===== src/rtl/bsg_demux_one_hot_buffered.sv =====
`default_nettype none
// ============================================================================
// Module      : bsg_demux_one_hot_buffered
// Description : Steers one input word to one of els_p output channels chosen
//               by a one-hot select. Every channel has its own 2-entry FIFO,
//               so each consumer drains independently using valid/yumi.
//               A valid word carrying a non-one-hot select is accepted and
//               dropped, and it sets a sticky error flag.
// Revision    : 1.0 - initial release
// ----------------------------------------------------------------------------
// Ports
//   clk_i          in   1              clock, rising edge
//   reset_n_i      in   1              asynchronous active-low reset
//   v_i            in   1              input word valid
//   data_i         in   width_p        input word
//   sel_one_hot_i  in   els_p          destination channel, one-hot
//   ready_o        out  1              word accepted when v_i & ready_o
//   v_o            out  els_p          per-channel FIFO head valid
//   data_o         out  els_p*width_p  channel i head at [i*width_p +: width_p]
//   yumi_i         in   els_p          per-channel dequeue of the head
//   err_o          out  1              sticky: valid word with bad select
// ============================================================================
module bsg_demux_one_hot_buffered #(
    parameter int width_p = 62,
    parameter int els_p   = 2
) (
    input  logic                       clk_i,
    input  logic                       reset_n_i,
    input  logic                       v_i,
    input  logic [width_p-1:0]         data_i,
    input  logic [els_p-1:0]           sel_one_hot_i,
    output logic                       ready_o,
    output logic [els_p-1:0]           v_o,
    output logic [els_p*width_p-1:0]   data_o,
    input  logic [els_p-1:0]           yumi_i,
    output logic                       err_o
);

    localparam logic [1:0] c_CNT_FULL = 2'd2;

    // ------------------------------------------------------------------
    // Select decode
    // ------------------------------------------------------------------
    logic             w_sel_legal;
    logic             w_sel_full;
    logic [els_p-1:0] w_full;
    logic [els_p-1:0] w_enq;
    logic [els_p-1:0] w_deq;
    logic             r_err;

    // Exactly one bit set: non-zero and clearing the lowest set bit leaves zero.
    assign w_sel_legal = (sel_one_hot_i != '0)
                       && ((sel_one_hot_i & (sel_one_hot_i - els_p'(1))) == '0);

    assign w_sel_full  = |(sel_one_hot_i & w_full);

    // A bad select always drains the producer so the word can be dropped.
    // ready_o never looks at yumi_i: a full FIFO is not refilled in the
    // cycle it is popped.
    assign ready_o = w_sel_legal ? ~w_sel_full : 1'b1;

    // ------------------------------------------------------------------
    // Sticky error flag
    // ------------------------------------------------------------------
    always_ff @(posedge clk_i or negedge reset_n_i) begin
        if (!reset_n_i) begin
            r_err <= 1'b0;
        end else if (v_i && !w_sel_legal) begin
            r_err <= 1'b1;
        end
    end

    assign err_o = r_err;

    // ------------------------------------------------------------------
    // Per-channel 2-entry FIFOs
    // ------------------------------------------------------------------
    genvar gi;
    generate
        for (gi = 0; gi < els_p; gi++) begin : g_chan
            logic               r_wptr;
            logic               r_rptr;
            logic [1:0]         r_cnt;
            logic [width_p-1:0] r_mem [2];

            assign w_full[gi] = (r_cnt == c_CNT_FULL);
            assign v_o[gi]    = (r_cnt != 2'd0);
            assign w_enq[gi]  = v_i & w_sel_legal & sel_one_hot_i[gi] & ~w_full[gi];
            assign w_deq[gi]  = yumi_i[gi];

            // Head comes straight from storage; data_i never reaches data_o
            // combinationally.
            assign data_o[gi*width_p +: width_p] = r_mem[r_rptr];

            always_ff @(posedge clk_i or negedge reset_n_i) begin
                if (!reset_n_i) begin
                    r_wptr <= 1'b0;
                    r_rptr <= 1'b0;
                    r_cnt  <= 2'd0;
                end else begin
                    if (w_enq[gi]) begin
                        r_wptr <= ~r_wptr;
                    end
                    if (w_deq[gi]) begin
                        r_rptr <= ~r_rptr;
                    end
                    case ({w_enq[gi], w_deq[gi]})
                        2'b10:   r_cnt <= r_cnt + 2'd1;
                        2'b01:   r_cnt <= r_cnt - 2'd1;
                        default: r_cnt <= r_cnt;
                    endcase
                end
            end

            // Storage contents are don't-care while empty, so no reset.
            always_ff @(posedge clk_i) begin
                if (w_enq[gi]) begin
                    r_mem[r_wptr] <= data_i;
                end
            end

`ifndef SYNTHESIS
            a_no_yumi_on_empty : assert property (
                @(posedge clk_i) disable iff (!reset_n_i)
                !(yumi_i[gi] && !v_o[gi])
            );
`endif
        end
    endgenerate

endmodule
`default_nettype wire


===== config.mk =====
export PLATFORM = sky130hd
export DESIGN_NAME = bsg_demux_one_hot_buffered
export DESIGN_NICKNAME = d
export VERILOG_FILES = /design/src/rtl/bsg_demux_one_hot_buffered.sv
export SDC_FILE = /design/constraint.sdc
export NUM_CORES = 1
export LEC_CHECK = 0
export ABC_AREA = 1
export CAP_MARGIN = 20
export CELL_PAD_IN_SITES_DETAIL_PLACEMENT = 1
export CELL_PAD_IN_SITES_GLOBAL_PLACEMENT = 1
export CORE_UTILIZATION = 44
export CTS_CLUSTER_DIAMETER = 50
export DETAILED_ROUTE_END_ITERATION = 6
export PLACE_DENSITY_LB_ADDON = 0.1
export SKIP_CTS_REPAIR_TIMING = 1
export SLEW_MARGIN = 20
export SYNTH_ARGS = -nofsm -noshare
export SYNTH_HDL_FRONTEND = slang
export SYNTH_SLANG_ARGS = --single-unit

===== constraint.sdc =====
create_clock -name clk_i -period 4.6 [get_ports clk_i]
set_input_delay 0.92 -clock clk_i [delete_from_list [all_inputs] [get_ports clk_i]]
set_output_delay 0.92 -clock clk_i [all_outputs]
set_load 0.05 [all_outputs]

# [Word-level counts from Yosys, hierarchy flattened]
# Memories as Yosys holds them, arrays and structs flattened.
# Index checks and enable logic that the tools add are counted.
[classes] add_sub_neg=5 multipliers=0 div_mod_pow=0 n_lt_le_gt_ge=0 eq_ne=6 n_shift=0 n_mux=7 n_bitwise=14 reduce_logical=10
[ops] operator="2-bit nonzero test" n=5
[ops] operator="2-bit == test (second input constant)" n=4
[ops] operator="2-bit case mux with 2 select lines" n=2
[ops] operator="1-bit inverter" n=7
[ops] operator="2-bit by 1-bit subtractor with 2-bit output (second input constant)" n=3
[ops] operator="1-bit AND" n=5
[ops] operator="1-bit two-way mux" n=5
[ops] operator="2-bit by 1-bit adder with 2-bit output (second input constant)" n=2
[ops] operator="2-bit AND" n=2
[ops] operator="2-bit by 1-bit == test with 1-bit output (second input constant)" n=2
[ops] operator="1-bit logical AND" n=2
[ops] operator="2-bit zero test" n=1
[ops] operator="2-bit OR reduction" n=1
[ops] operator="1-bit zero test" n=1
[totals] register_bits=9 latchBits=0 ram_bits=248 romBits=0 out_inout_bits=128 mem_count=2
[mem_list] memory="g_chan[0].r_mem" words=2 word_bits=62 read_ports=1 rd_ports_with_merged_regs=0 wr=1 line="84" source="logic [width_p-1:0] r_mem [2];"
[mem_list] memory="g_chan[1].r_mem" words=2 word_bits=62 read_ports=1 rd_ports_with_merged_regs=0 wr=1 line="84"

# [Logic depth before layout (Yosys ltp)]
# Gate-level depths: netlist of the first run.
[logic_depth] word_depth=9 ltp_mapped=9

# [Worst setup path after synthesis of the first run]
# No wires, ideal clock.
[synth_path] path_kind="input to register" startpoint="input port sel_one_hot_i[0]" endpoint="memory g_chan[0].r_mem[1][0] (enable)" setup_ns=0.482 arrival_time_ns=3.829 path_slack_ns=0.289 cell_stages=4 n_path_buf=0 path_cell_list="inv_1 > nor2_1 > nand3_1 > nor2_1"
[synth_between] elab_chain_cells=9 word_cells_on_any_way=10 classes_between="add/sub: 1; mux: 2; bitwise: 4; reduce/logical: 3"
[synth_lines] element="start: declaration" line="31" source="input logic [els_p-1:0] sel_one_hot_i,"
[synth_lines] element="2-bit by 1-bit subtractor with 2-bit output" line="53" source="&& ((sel_one_hot_i & (sel_one_hot_i - els_p'(1))) == '0);"
[synth_lines] element="2-bit AND" line="53"
[synth_lines] element="2-bit zero test" line="53"
[synth_lines] element="1-bit logical AND" line="53"
[synth_lines] element="1-bit AND" line="88" source="assign w_enq[gi] = v_i & w_sel_legal & sel_one_hot_i[gi] & ~w_full[gi];"
[synth_lines] element="1-bit AND (*) (2 in a row)" line="88"
[synth_lines] element="1-bit two-way mux (*)" line="117" source="if (w_enq[gi]) begin"
[synth_lines] element="1-bit two-way mux (implied by the code) (*)" line="118" source="r_mem[r_wptr] <= data_i;"
[synth_lines] element="end: declaration" line="84"
# Mark *: on every way between the ends. The rest lies on a longest branch, timed or not.

# [Worst setup path after layout of the first run]
[layout_path] startpoint="register g_chan[1].r_rptr" endpoint="output port data_o[71]"
[layout_between] elab_chain_cells=1
[layout_lines] element="start: declaration" line="82" source="logic r_rptr;"
[layout_lines] element="start signal: assignment" line="105" source="r_rptr <= ~r_rptr;"
[layout_lines] element="memory read 2 x 62 bit"
[layout_lines] element="end: declaration" line="34" source="output logic [els_p*width_p-1:0] data_o,"
# Every way passes these cells.

==> results of run 1 <==
worst max path at each step:
stage | to | slack [ns]
finish | data_o[71] | 0.80
global route | data_o[71] | 0.70
CTS | data_o[71] | 0.72
detailed placement | ready_o | 1.22
global placement | ready_o | 1.24
floorplan | g_chan[0].r_mem[1][0] | 0.29
state kept, by name, indices dropped and copies added (netlist names):
signal / cells
g_chan.r_mem: 248
g_chan.r_cnt: 4
g_chan.r_rptr: 2
g_chan.r_wptr: 2
err_o: 1
routing by layer:
| metal | vias up | track usage (%) | wire [um] |
|---|---|---|---|
| met5 | - | 0 | 0 |
| met4 | 0 | 4.57 | 348 |
| met3 | 26 | 4.00 | 1100 |
| met2 | 148 | 31.8 | 10500 |
| met1 | 2416 | 20.9 | 8150 |
| li1 | 2177 | - | - |
logic make-up after synthesis:
logic type | count (synthesis)
adder cells (fa/ha/maj) | 2
AO/OA/AOI/OAI | 2
AND/OR/NAND/NOR | 31
flip-flops | 257
multiplexers | 124
XOR/XNOR | 4
buffers and inverters | 28
report_power, final:
| part | internal [mW] | leakage [nW] | switching (mW) |
|---|---|---|---|
| sequential | 2.77 | 2.35 | 0.223 |
| clock | 1.29 | 0.418 | 0.842 |
| combinational | 1.31 | 2.00 | 1.88 |
worst min-delay path, delay by kind of cell (launching register included):
| family | cells | cell delay, ns |
|---|---|---|
| DFF | 1 | 0.35 |
| and+or+nand+nor | 2 | 0.11 |
area by class of cell:
class                   count  share of cell area (%)
flip-flops and latches    257                    58.6
repair buffers            207                    15.9
multi-input cells         163                    15.7
clock buffers              29                    5.21
well taps                 280                    2.67
clock inverters            17                    1.48
inverters                  14                   0.401
per-stage QoR:
stage          util, %  hold slack, ns  power [mW]  instances
2_1_floorplan        -           0.442        5.50        448
3_3_place_gp      55.3           0.455        6.22        921
3_5_place_dp      55.3           0.485        6.26        921
4_1_cts           59.3           0.501        8.41        967
5_1_grt           59.3           0.525        8.58        967
6_report          59.3           0.492        8.31        967
layout by cell type (no fill, tap or decap), types with 3 or more instances in the layout:
| cell | Yosys | layout |
|---|---|---|
| buf_12 | 12 | 3 |
| buf_4 | 0 | 8 |
| bufinv_16 | 0 | 4 |
| clkbuf_16 | 0 | 27 |
| clkdlybuf4s50_1 | 0 | 196 |
| clkinv_1 | 0 | 4 |
| clkinv_2 | 0 | 4 |
| clkinvlp_4 | 0 | 4 |
| dfrtp_1 | 9 | 7 |
| edfxtp_1 | 248 | 248 |
| inv_1 | 14 | 12 |
| mux2_2 | 6 | 6 |
| mux2_4 | 118 | 118 |
| nand2_1 | 16 | 16 |
| nand3_1 | 4 | 4 |
| nand4_1 | 4 | 4 |
| nor2_1 | 5 | 3 |
==> metrics.cfg, run 1 <==
[drt]
drt-vias-per-instance=4.93
antenna_left=0
drtIter0Drc=209
wl_per_cell_um=20.7
totalWireLength_mm=20.0
drc_errors=0
drt-pass1-iter-count=4
vias=4767

[outcome]
status=finished clean

[floorplan]
die_area_um2=23400
io_pins=197
placementRows=54
die_height_um=153
die_w_um=153
start_util_pct=45.4
core_area_um2=22100

[synthesis]
synth_commonest_cells=248 x edfxtp_1, 118 x mux2_4, 16 x nand2_1
ys.flop_type=edfxtp_1
synth_edf_count=248
synthMuxAreaShare_pct=18.3
syn_area_um2=10000
synth_fa_ha_area_share_pct=0.249
avgSynthCellArea_um2=22.4
yosysWarnings=0
post-synth-top-count-cell=edfxtp_1
synth_top_family_by_area=multiplexers
syn_nets=519
yosysSeqAreaShare_pct=76.5
yosys.area_share.simple_pct=1.33
synth_xor_area_share_pct=0.349
synth_area_leaders=edfxtp_1 74%, mux2_4 18%, buf_12 2.4%
synth-seq-cells=257
syn-instance-count=448
synth.distinct_cells=17
synth_top_cell_by_area=edfxtp_1
synth.top_cell.area_share_pct=74.2
synth_compound_area_share_pct=0.125
ys_async_sr_fraction_pct=3.50

[clock_tree]
cts_buffer_depth=3
cts_buffers=26
cts_max_level=1
path_clk_slew_ns=0.06
clkSinkCount=257
cts-root-buf=clkbuf_16
cts_tree=yes
clock_latency_ns=0.51

[timing]
slew_viol_final=0
setup_violations=0
max_slew.worst_pin.slew_ns=0.758
slew_headroom_pct=49.4
timing.fmax_mhz=263
fin_worst_skew_ns=0.00962
timing.final.crit_period_ns=3.80
setup_tns_ns=0
hold_viol=0
setup_ws_ns=0.800
rsz0062_at_grt=no
fin_crit_sh_pct=82.6

[pwr]
irDropWorstVdd_mv=0.319
leakagePower_nw=4.77
p_per_area_nw_per_um2=634

[critical_path]
crit_chain=buf_4 -> mux2_4 -> clkdlybuf4s50_1
startpoint_type=register
crit_path_max_incr_delay_ns=0.93
cpLargestDelayFamily=buffers and inverters
crit_arrival_ns=2.88
cp-startpoint=g_chan[1].r_rptr
cp-end-kind=primary output
cp_slowest_cell=dfrtp_4
path_buf_inv=2
reg2reg_depth=5
cp.required_ns=3.68
crit_type=reg -> out
worst-path-max-fanout=36
cp_num_cells=3
reg2reg_to=g_chan[1].r_mem[0][58]
worst_r2r_startpoint=g_chan[1].r_cnt[0]
r2r_setup_slack_ns=2.52

[placement]
numPortBuffers=196
post-place-ws_ns=1.22
hpwl_mm=12.8
dpl_cell_area_um2=12200
gp_congestion=0.721

[global_route]
grt_max_degree=42
grt_pass1_wl_mm=31.0
grt_antenna_before_repair=0
globalRoute.totalOverflow=0
grt_use_total_pct=17.5
grt_pass1_vias=5348

[finish]
n_fill_cell=1888
drive_gt1_share_pct=26.3
register_area_um2=7680
n_antenna_cell=0
syn_to_final_growth_pct=30.6
multi_input_area_um2=2060
final_nets=740
design_area_um2=13100

[hold_path]
min_to=g_chan[1].r_wptr
min_path_cells=2
worstHoldStart=g_chan[1].r_wptr
hold_path.class=reg -> reg

[run]
maxCapViolCount=0

Power figures use the tool's default switching activity.
==> inputs of run 2 (changes only) <==
CORE_UTILIZATION = 40   (was 44)
clock period = 3.3 ns   (was 4.6 ns; I/O delays follow)
==> metrics.cfg, run 2 (same netlist as run 1, synthesis figures left out) <==
[finish]
layout_commonest_cell=edfxtp_1
final_nets=754
largest_register=g_chan.r_mem
reg_top3=g_chan.r_mem x248, g_chan.r_cnt x4
final_util_pct=54.8
layout_common_cells=248 x edfxtp_1, 193 x clkdlybuf4s50_1, 118 x mux2_4
drive_gt1_share_pct=27.4
syn_to_final_growth_pct=33.6
multi_input_area_um2=2060
register_area_um2=7680
n_fill_cell=2185
largest_reg_flops=248

[critical_path]
cp-end-kind=primary output
startpoint_type=register
cp.required_ns=2.64
cp-startpoint=g_chan[0].r_rptr
crit_type=reg -> out
worst_r2r_startpoint=g_chan[1].r_cnt[0]
crit_chain=buf_12 -> mux2_2 -> clkdlybuf4s50_1
crit_path_max_incr_delay_ns=0.72
cp_slowest_cell=clkdlybuf4s50_1
worst-path-max-fanout=27
crit_arrival_ns=2.54

[timing]
fin_crit_sh_pct=96.9
fin_worst_skew_ns=0.00977
hold_viol=0
setup_ws_ns=0.103
max_slew.worst_pin.slew_ns=0.580
setup_tns_ns=0
holdWs_ns=0.459
rsz0062_at_grt=no
slew_headroom_pct=61.2
timing.fmax_mhz=313
setup_violations=0
slew_viol_final=0
timing.final.crit_period_ns=3.20

[drt]
wl_per_cell_um=20.0
drc_errors=0
drt-pass1-iter-count=5
drtIter0Drc=213
antenna_left=0
drt-vias-per-instance=4.69
vias=4843
totalWireLength_mm=20.7

[placement]
post-place-ws_ns=0.421
gp_congestion=0.696
hpwl_mm=13.2
numPortBuffers=196

[clock_tree]
cts_max_level=1
cts_tree=yes
clkSinkCount=257
clock_latency_ns=0.54
cts_buffer_depth=3
cts-root-buf=clkbuf_16
cts_buffers=30
path_clk_slew_ns=0.06

[global_route]
grt_max_degree=53
globalRoute.totalOverflow=0
grt_antenna_before_repair=1
grt_pass1_wl_mm=31.8
grt_use_total_pct=16.3
grt_pass1_vias=5504

[floorplan]
die_height_um=160
die_area_um2=25700
start_util_pct=41.0
core_area_um2=24500
placementRows=57
io_pins=197
die_w_um=160

[run]
maxCapViolCount=0

[pwr]
total_power_mw=11.8
irDropWorstVdd_mv=0.467
leakagePower_nw=4.91
p_per_area_nw_per_um2=883

[hold_path]
hold_path.class=in -> async

[outcome]
status=finished clean

[run 2: critical path: cells and delay by family, from the launching register on]
| kind | cells | cell delay [ns] |
|---|---|---|
| buffers and inverters | 2 | 0.99 |
| flip-flops | 1 | 0.61 |
| multiplexers | 1 | 0.36 |
[run 2: area by class of cell]
class	instances	share of cell area [%]
repair buffers	217	16.9
diodes	1	0.0187
well taps	324	3.03
flip-flops and latches	257	57.3
multi-input cells	163	15.4
clock buffers	37	5.96
inverters	14	0.411
clock inverters	19	0.999
[run 2: final timing paths]
check / end / slack (ns) / depth (start not counted)
max: data_o[1] / 0.10 / 3
min: g_chan[0].r_cnt[0] / 0.46 / 1
max reg2reg: g_chan[1].r_mem[0][18] / 1.54 / 5
min reg2reg: g_chan[1].r_wptr / 0.48 / 2
max in group asynchronous: g_chan[1].r_rptr / 2.45 / 1
min in group clk_i: g_chan[1].r_wptr / 0.48 / 2
[run 2: report_power, final]
group,internal [mW],switching (mW),total (mW)
sequential,3.86,0.136,4.00
clock,1.80,1.27,3.06
combinational,1.96,2.81,4.77
[run 2: metal layers]
layer	GRT usage [%]	vias to the layer above	part of all wire (%)
met1	19.6	2470	40
met3	4.16	24	6.1
met5	0	-	0
met2	29.0	132	52
met4	4.20	0	1.4
li1	-	2217	-
[run 2: per-stage QoR]
stage | cells | area (um^2)
after floorplan | 448 | 10000
after global placement | 968 | 12400
after detailed placement | 968 | 12400
after CTS | 1024 | 13300
after global routing | 1031 | 13400
final | 1032 | 13400
